`config.mk`:
```
export PLATFORM = sky130hd
export DESIGN_NAME = uart_rx_mv
export DESIGN_NICKNAME = d
export VERILOG_FILES = /design/src/rtl/uart_pkg.sv /design/src/rtl/uart_os_tick.sv /design/src/rtl/uart_rx_mv.sv
export SDC_FILE = /design/constraint.sdc
export NUM_CORES = 1
export LEC_CHECK = 0
export ABC_AREA = 1
export CELL_PAD_IN_SITES_DETAIL_PLACEMENT = 1
export CELL_PAD_IN_SITES_GLOBAL_PLACEMENT = 1
export CORE_ASPECT_RATIO = 1.75
export CORE_MARGIN = 3
export CORE_UTILIZATION = 48
export CTS_BUF_LIST = sky130_fd_sc_hd__clkbuf_8 sky130_fd_sc_hd__clkbuf_16
export DETAILED_ROUTE_END_ITERATION = 8
export PLACE_DENSITY = 0.86
export RECOVER_POWER = 50
export SLEW_MARGIN = 40
export SYNTH_ARGS = -nofsm -noshare
export SYNTH_HDL_FRONTEND = slang
export SYNTH_SLANG_ARGS = --single-unit
```
`constraint.sdc`:
```
create_clock -name clk -period 3.6 [get_ports clk]
set_input_delay 1.08 -clock clk [delete_from_list [all_inputs] [get_ports clk]]
set_output_delay 1.08 -clock clk [all_outputs]
set_load 0.005 [all_outputs]
```
`src/rtl/uart_pkg.sv`:
```
// Shared definitions for the UART receive path.
// Holds the FSM state type, oversampling ratio, vote-window helpers and parity encodings.
package uart_pkg;

  localparam int OSR        = 16;
  localparam int SAMPLE_MID = 8;

  localparam int PARITY_NONE = 0;
  localparam int PARITY_EVEN = 1;

  typedef enum logic [2:0] {
    IDLE,
    START,
    DATA,
    PAR,
    STOP,
    BREAK
  } rx_state_t;

  // The vote window is centred on the middle sample of each bit.
  function automatic int vote_first(input int m_taps);
    return SAMPLE_MID - m_taps / 2;
  endfunction

  function automatic int vote_last(input int m_taps);
    return SAMPLE_MID + m_taps / 2;
  endfunction

endpackage

```
`src/rtl/uart_os_tick.sv`:
```
// Oversample tick generator: one-cycle pulse every DIV clocks.
// A reload restarts the count, so the first tick comes DIV clocks after the reload.
module uart_os_tick #(
  parameter int DIV = 10
) (
  input  logic clk,
  input  logic rst,
  input  logic reload,
  output logic tick
);

  localparam int CW = (DIV > 1) ? $clog2(DIV) : 1;
  localparam logic [CW-1:0] LAST = CW'(DIV - 1);

  logic [CW-1:0] cnt_q, cnt_d;

  always_comb begin
    if (reload || (cnt_q == LAST)) begin
      cnt_d = '0;
    end else begin
      cnt_d = cnt_q + CW'(1);
    end
  end

  always_ff @(posedge clk or negedge rst) begin
    if (!rst) begin
      cnt_q <= '0;
    end else begin
      cnt_q <= cnt_d;
    end
  end

  assign tick = (cnt_q == LAST);

endmodule

```
`src/rtl/uart_rx_mv.sv`:
```
// UART receiver with 16x oversampling and majority-vote bit decisions.
// Checks even parity and the stop bit; a low stop bit parks the receiver until the line idles.
module uart_rx_mv
  import uart_pkg::*;
#(
  parameter int CLK_FREQ  = 100_000_000,
  parameter int BAUD_RATE = 9_600,
  parameter int PARITY    = 1,
  parameter int DO_WIDTH  = 8,
  parameter int M_TAPS    = 3
) (
  input  logic                clk,
  input  logic                rst,
  input  logic                rx,
  output logic [DO_WIDTH-1:0] dout,
  output logic                dout_vld,
  output logic                err_out,
  output logic [1:0]          err_type,
  output logic                busy
);

  localparam int OS_DIV = CLK_FREQ / (BAUD_RATE * OSR);
  localparam logic [3:0] VOTE_FIRST = 4'(vote_first(M_TAPS));
  localparam logic [3:0] VOTE_LAST  = 4'(vote_last(M_TAPS));
  localparam logic [3:0] VOTE_HALF  = 4'(M_TAPS / 2);
  localparam logic [3:0] LAST_BIT   = 4'(DO_WIDTH - 1);

  logic rx_meta_q, rx_s_q;
  logic tick, reload;

  rx_state_t           state_q, state_d;
  logic [3:0]          samp_q, samp_d;
  logic [3:0]          ones_q, ones_d;
  logic [3:0]          bitcnt_q, bitcnt_d;
  logic [DO_WIDTH-1:0] sr_q, sr_d;
  logic                par_err_q, par_err_d;
  logic [DO_WIDTH-1:0] dout_q, dout_d;
  logic                dout_vld_q, dout_vld_d;
  logic                err_out_q, err_out_d;
  logic [1:0]          err_type_q, err_type_d;
  logic                busy_q, busy_d;

  logic [3:0] idx;
  logic [3:0] ones_tot;
  logic       in_win, vote, vote_now, bit_end, frm_err;

  assign reload = (state_q == IDLE) && !rx_s_q;

  uart_os_tick #(
    .DIV(OS_DIV)
  ) u_os_tick (
    .clk   (clk),
    .rst   (rst),
    .reload(reload),
    .tick  (tick)
  );

  always_comb begin
    state_d    = state_q;
    samp_d     = samp_q;
    ones_d     = ones_q;
    bitcnt_d   = bitcnt_q;
    sr_d       = sr_q;
    par_err_d  = par_err_q;
    dout_d     = dout_q;
    err_type_d = err_type_q;
    dout_vld_d = 1'b0;
    err_out_d  = 1'b0;
    frm_err    = 1'b0;

    // idx is the sample number this tick lands on; the vote includes the current sample.
    idx      = samp_q + 4'd1;
    in_win   = (idx >= VOTE_FIRST) && (idx <= VOTE_LAST);
    ones_tot = ones_q + {3'b000, in_win & rx_s_q};
    vote     = (ones_tot > VOTE_HALF);
    vote_now = tick && (idx == VOTE_LAST);
    bit_end  = tick && (idx == 4'd0);

    if ((state_q != IDLE) && tick) begin
      samp_d = idx;
      ones_d = bit_end ? 4'd0 : ones_tot;
    end

    unique case (state_q)
      IDLE: begin
        if (!rx_s_q) begin
          state_d   = START;
          samp_d    = 4'd0;
          ones_d    = 4'd0;
          par_err_d = 1'b0;
        end
      end
      START: begin
        if (vote_now && vote) begin
          state_d = IDLE;
        end else if (bit_end) begin
          state_d  = DATA;
          bitcnt_d = 4'd0;
        end
      end
      DATA: begin
        if (vote_now) begin
          sr_d = {vote, sr_q[DO_WIDTH-1:1]};
        end
        if (bit_end) begin
          if (bitcnt_q == LAST_BIT) begin
            state_d = (PARITY == PARITY_EVEN) ? PAR : STOP;
          end else begin
            bitcnt_d = bitcnt_q + 4'd1;
          end
        end
      end
      PAR: begin
        if (vote_now) begin
          par_err_d = ((^sr_q) != vote);
        end
        if (bit_end) begin
          state_d = STOP;
        end
      end
      STOP: begin
        if (vote_now) begin
          frm_err = !vote;
          dout_d  = sr_q;
          if (!frm_err && !par_err_q) begin
            dout_vld_d = 1'b1;
          end else begin
            err_out_d  = 1'b1;
            err_type_d = {frm_err, par_err_q};
          end
          state_d = frm_err ? BREAK : IDLE;
        end
      end
      BREAK: begin
        if (tick && rx_s_q) begin
          state_d = IDLE;
        end
      end
      default: state_d = IDLE;
    endcase

    busy_d = (state_d != IDLE);
  end

  always_ff @(posedge clk or negedge rst) begin
    if (!rst) begin
      rx_meta_q  <= 1'b1;
      rx_s_q     <= 1'b1;
      state_q    <= IDLE;
      samp_q     <= 4'd0;
      ones_q     <= 4'd0;
      bitcnt_q   <= 4'd0;
      sr_q       <= '0;
      par_err_q  <= 1'b0;
      dout_q     <= '0;
      dout_vld_q <= 1'b0;
      err_out_q  <= 1'b0;
      err_type_q <= 2'b00;
      busy_q     <= 1'b0;
    end else begin
      rx_meta_q  <= rx;
      rx_s_q     <= rx_meta_q;
      state_q    <= state_d;
      samp_q     <= samp_d;
      ones_q     <= ones_d;
      bitcnt_q   <= bitcnt_d;
      sr_q       <= sr_d;
      par_err_q  <= par_err_d;
      dout_q     <= dout_d;
      dout_vld_q <= dout_vld_d;
      err_out_q  <= err_out_d;
      err_type_q <= err_type_d;
      busy_q     <= busy_d;
    end
  end

  assign dout     = dout_q;
  assign dout_vld = dout_vld_q;
  assign err_out  = err_out_q;
  assign err_type = err_type_q;
  assign busy     = busy_q;

endmodule

```
==> results.ini <==
[worst_setup_path]
worst-path-buf-inv = 2
critical_path.startpoint_type = flop
ff_to_ff_path_depth = 17
critPathMostFrequentCell = sky130_fd_sc_hd__nand2_1
worst_path_required_time_ns = 3.80
crit_family = simple AND/OR/NAND/NOR gates
reg2reg_to = busy
regToRegSetupSlack_ns = 0.86
timing.rr.start = samp_q[0]
worstPathMaxFanout = 7
slowest_stage = sky130_fd_sc_hd__dfrtp_1
critPathMaxStageDelay_ns = 0.46
critPathCaptureType = flop
critPathKind = reg2reg
crit_chain = ha_1 > inv_1 > nand2_1 > nand3_1 > inv_1 > a21oi_1 > a211oi_1 > ha_1 > ha_1 > xor2_1 > nor2_1 > nand2_1 > nand3_1 > nand3_1 > nand2_1 > nor2_1 > nand2_1
cp_data_arrival_time_ns = 2.95

[final_layout]
syn_to_final_growth_pct = 10.7
drive_gt1_share_pct = 12.8
antenna_cells = 0
multi_input_area_mm2 = 0.00112
seq_area_mm2 = 0.00123
fin_util_pct = 55.7
nFillCells = 607
num-nets-final = 323
fin_area_mm2 = 0.00282

[floorplan]
total_die_area_mm2 = 0.00625
core-area_mm2 = 0.00506
floorplan.rows = 34
die_h_um = 102
start_util_pct = 50.3
die-width_um = 61.1
ioPinCount = 16

[yosys]
synth_edf_count = 0
async_reset_ff_share_pct = 100
synth_largest_area_cell = sky130_fd_sc_hd__dfrtp_1
synth_seq_cells = 49
post_synth_most_frequent_cells = 70 x sky130_fd_sc_hd__nand2_1, 47 x sky130_fd_sc_hd__dfrtp_1, 35 x sky130_fd_sc_hd__inv_1
ys_top_cells_by_area = sky130_fd_sc_hd__dfrtp_1 46%, sky130_fd_sc_hd__nand2_1 10%, sky130_fd_sc_hd__inv_1 5.2%
ys_dominant_reg_cell = sky130_fd_sc_hd__dfrtp_1
yosys_warnings = 0
post_synth_inst_count = 292
synth_area_per_cell_um2 = 8.72
synth_seq_area_share_pct = 48.3
mappedNetlistArea_mm2 = 0.00255
synth.top_cell.area_share_pct = 46.2
mappedNetlistNets = 304
synth.most_common_cell = sky130_fd_sc_hd__nand2_1
synth.lib_cells_used.distinct = 37

[sta]
max_freq_mhz = 364
max-slew-margin-rel_pct = 17.0
worst_clock_skew_ns = 0.00933
layout_min_cycle_time_ns = 2.74
final_report_setup_violation_count = 0
rsz0062_at_grt = false
layout_setup_ws_ns = 0.856
hold_violations = 0
setup-tns-final_ns = 0
worst-slew-pin-transition_ns = 1.25
holdWs_ns = 0.368
slew_viol_final = 0
final.period_utilization_pct = 76.2

[drt]
viasPerCell = 5.46
drt-wirelength-per-cell_um = 15.4
drt_first_pass_iters = 6
remaining_drcs = 0
drtIter0Drc = 38
ant_nets = 0
totalWireLength_um = 5630
dr_total_vias = 1997

[placement]
placement.setup.worst_slack_ns = 0.875
placement.cell_area_mm2 = 0.00274
io_buffer_count = 15
detailed_place_hpwl_um = 4330
place_congestion = 0.779

[clock_network]
post_cts_resize_count = 0
h-tree-depth = 2
post_cts_buffers = 0
cts_tree = built
clockBufferDepth = 2
clkSinkCount = 49
worst_skew_pair.late_latency_ns = 0.32
clk_transition_reported_paths_ns = 0.10
cts_hold_bufs = 0
numCtsBuffers = 5
cts_root_buffer = sky130_fd_sc_hd__clkbuf_8

[global_route]
grt_max_degree = 50
grt_first_pass_wirelength_um = 9580
grtUsageTotal_pct = 20.7
via_count_of_the_first_global_routing_pass = 2147
globalRoute.totalOverflow = 0
initial_antenna_violation_count = 0

[power_and_ir_drop]
p_leak_nw = 1.37
power.density_mw_per_mm2 = 323
power.ir.vdd_worst_uv = 267

[hold_path]
hold_start = rx_meta_q
whs_path_depth = 0
hold-path-endpoint = rx_s_q
timing.hold.worst.class = reg2reg

[run]
timing.max_cap.violations = 0

[outcome]
outcome = finished, final reports clean

## worst max-delay path by stage
stage               slack (ns)  startpoint  cells after the start  endpoint
floorplan                 1.22   samp_q[0]                     16      busy
global placement          1.01   samp_q[0]                     16      busy
detailed placement        0.88   samp_q[0]                     16      busy
CTS                       0.84   samp_q[0]                     17      busy
global route              0.52   samp_q[0]                     17      busy
finish                    0.86   samp_q[0]                     17      busy
## cells by family after synthesis
| group | synth area share (%) |
|---|---|
| xor+xnor | 3.44 |
| compound gates | 9.58 |
| fa+ha+maj | 4.42 |
| buf+inv | 7.17 |
| simple gates | 27.1 |
| flops | 48.3 |
## cells in the final DEF (no fill, tap or decap), types with 4 or more instances in the layout
cell	instances
sky130_fd_sc_hd__a21oi_1	11
sky130_fd_sc_hd__clkbuf_8	5
sky130_fd_sc_hd__clkdlybuf4s50_1	13
sky130_fd_sc_hd__dfrtp_1	47
sky130_fd_sc_hd__ha_1	9
sky130_fd_sc_hd__inv_1	35
sky130_fd_sc_hd__inv_2	4
sky130_fd_sc_hd__nand2_1	70
sky130_fd_sc_hd__nand3_1	20
sky130_fd_sc_hd__nor2_1	23
sky130_fd_sc_hd__nor2_2	4
sky130_fd_sc_hd__nor3_1	8
sky130_fd_sc_hd__o21ai_1	10
sky130_fd_sc_hd__o21ai_2	7
sky130_fd_sc_hd__xnor2_1	6
sky130_fd_sc_hd__xor2_1	4
## worst reg2reg max path, delay by kind of cell, from the launching register on
kind | cells | cell delay (ns)
AOI/OAI and AO/OA | 2 | 0.28
buffers and inverters | 2 | 0.18
xor gates and xnor gates | 1 | 0.20
and+or+nand+nor | 9 | 0.91
adders and majority gates | 3 | 0.60
DFF | 1 | 0.46
## sequential cells by signal, summed over array words and instances (netlist names)
register and count:
par_err_q 1, dout 8, ones_q 4, err_type 2, bitcnt_q 4, rx_meta_q 1
state_q 3, err_out 1, u_os_tick.cnt_q 10, rx_s_q 1, sr_q 8, busy 1
samp_q 4, dout_vld 1
## power breakdown
group          total, mW  switching, mW  internal, mW
combinational     0.0121         0.0109       0.00114
sequential         0.553       0.000610         0.552
clock              0.347          0.205         0.142
## through the flow
step	total power, mW	instances
after floorplan	0.564	292
after global placement	0.576	358
after detailed placement	0.577	358
after CTS	0.925	366
after global routing	0.951	366
final	0.912	366
## routing by layer
layer	track usage, %	share of wire, %
met1	21.4	37
met2	38.7	59
met3	3.67	1.6
met4	9.02	2.1
met5	0	0
## final cells by class
type | count | share of cell area [%]
flip-flops and latches | 49 | 43.6
inverters | 41 | 5.64
multi-input cells | 199 | 39.9
repair buffers | 15 | 5.15
clock inverters | 3 | 0.932
clock buffers | 5 | 2.44
well taps | 54 | 2.40
(Power assumes the default switching activity.)
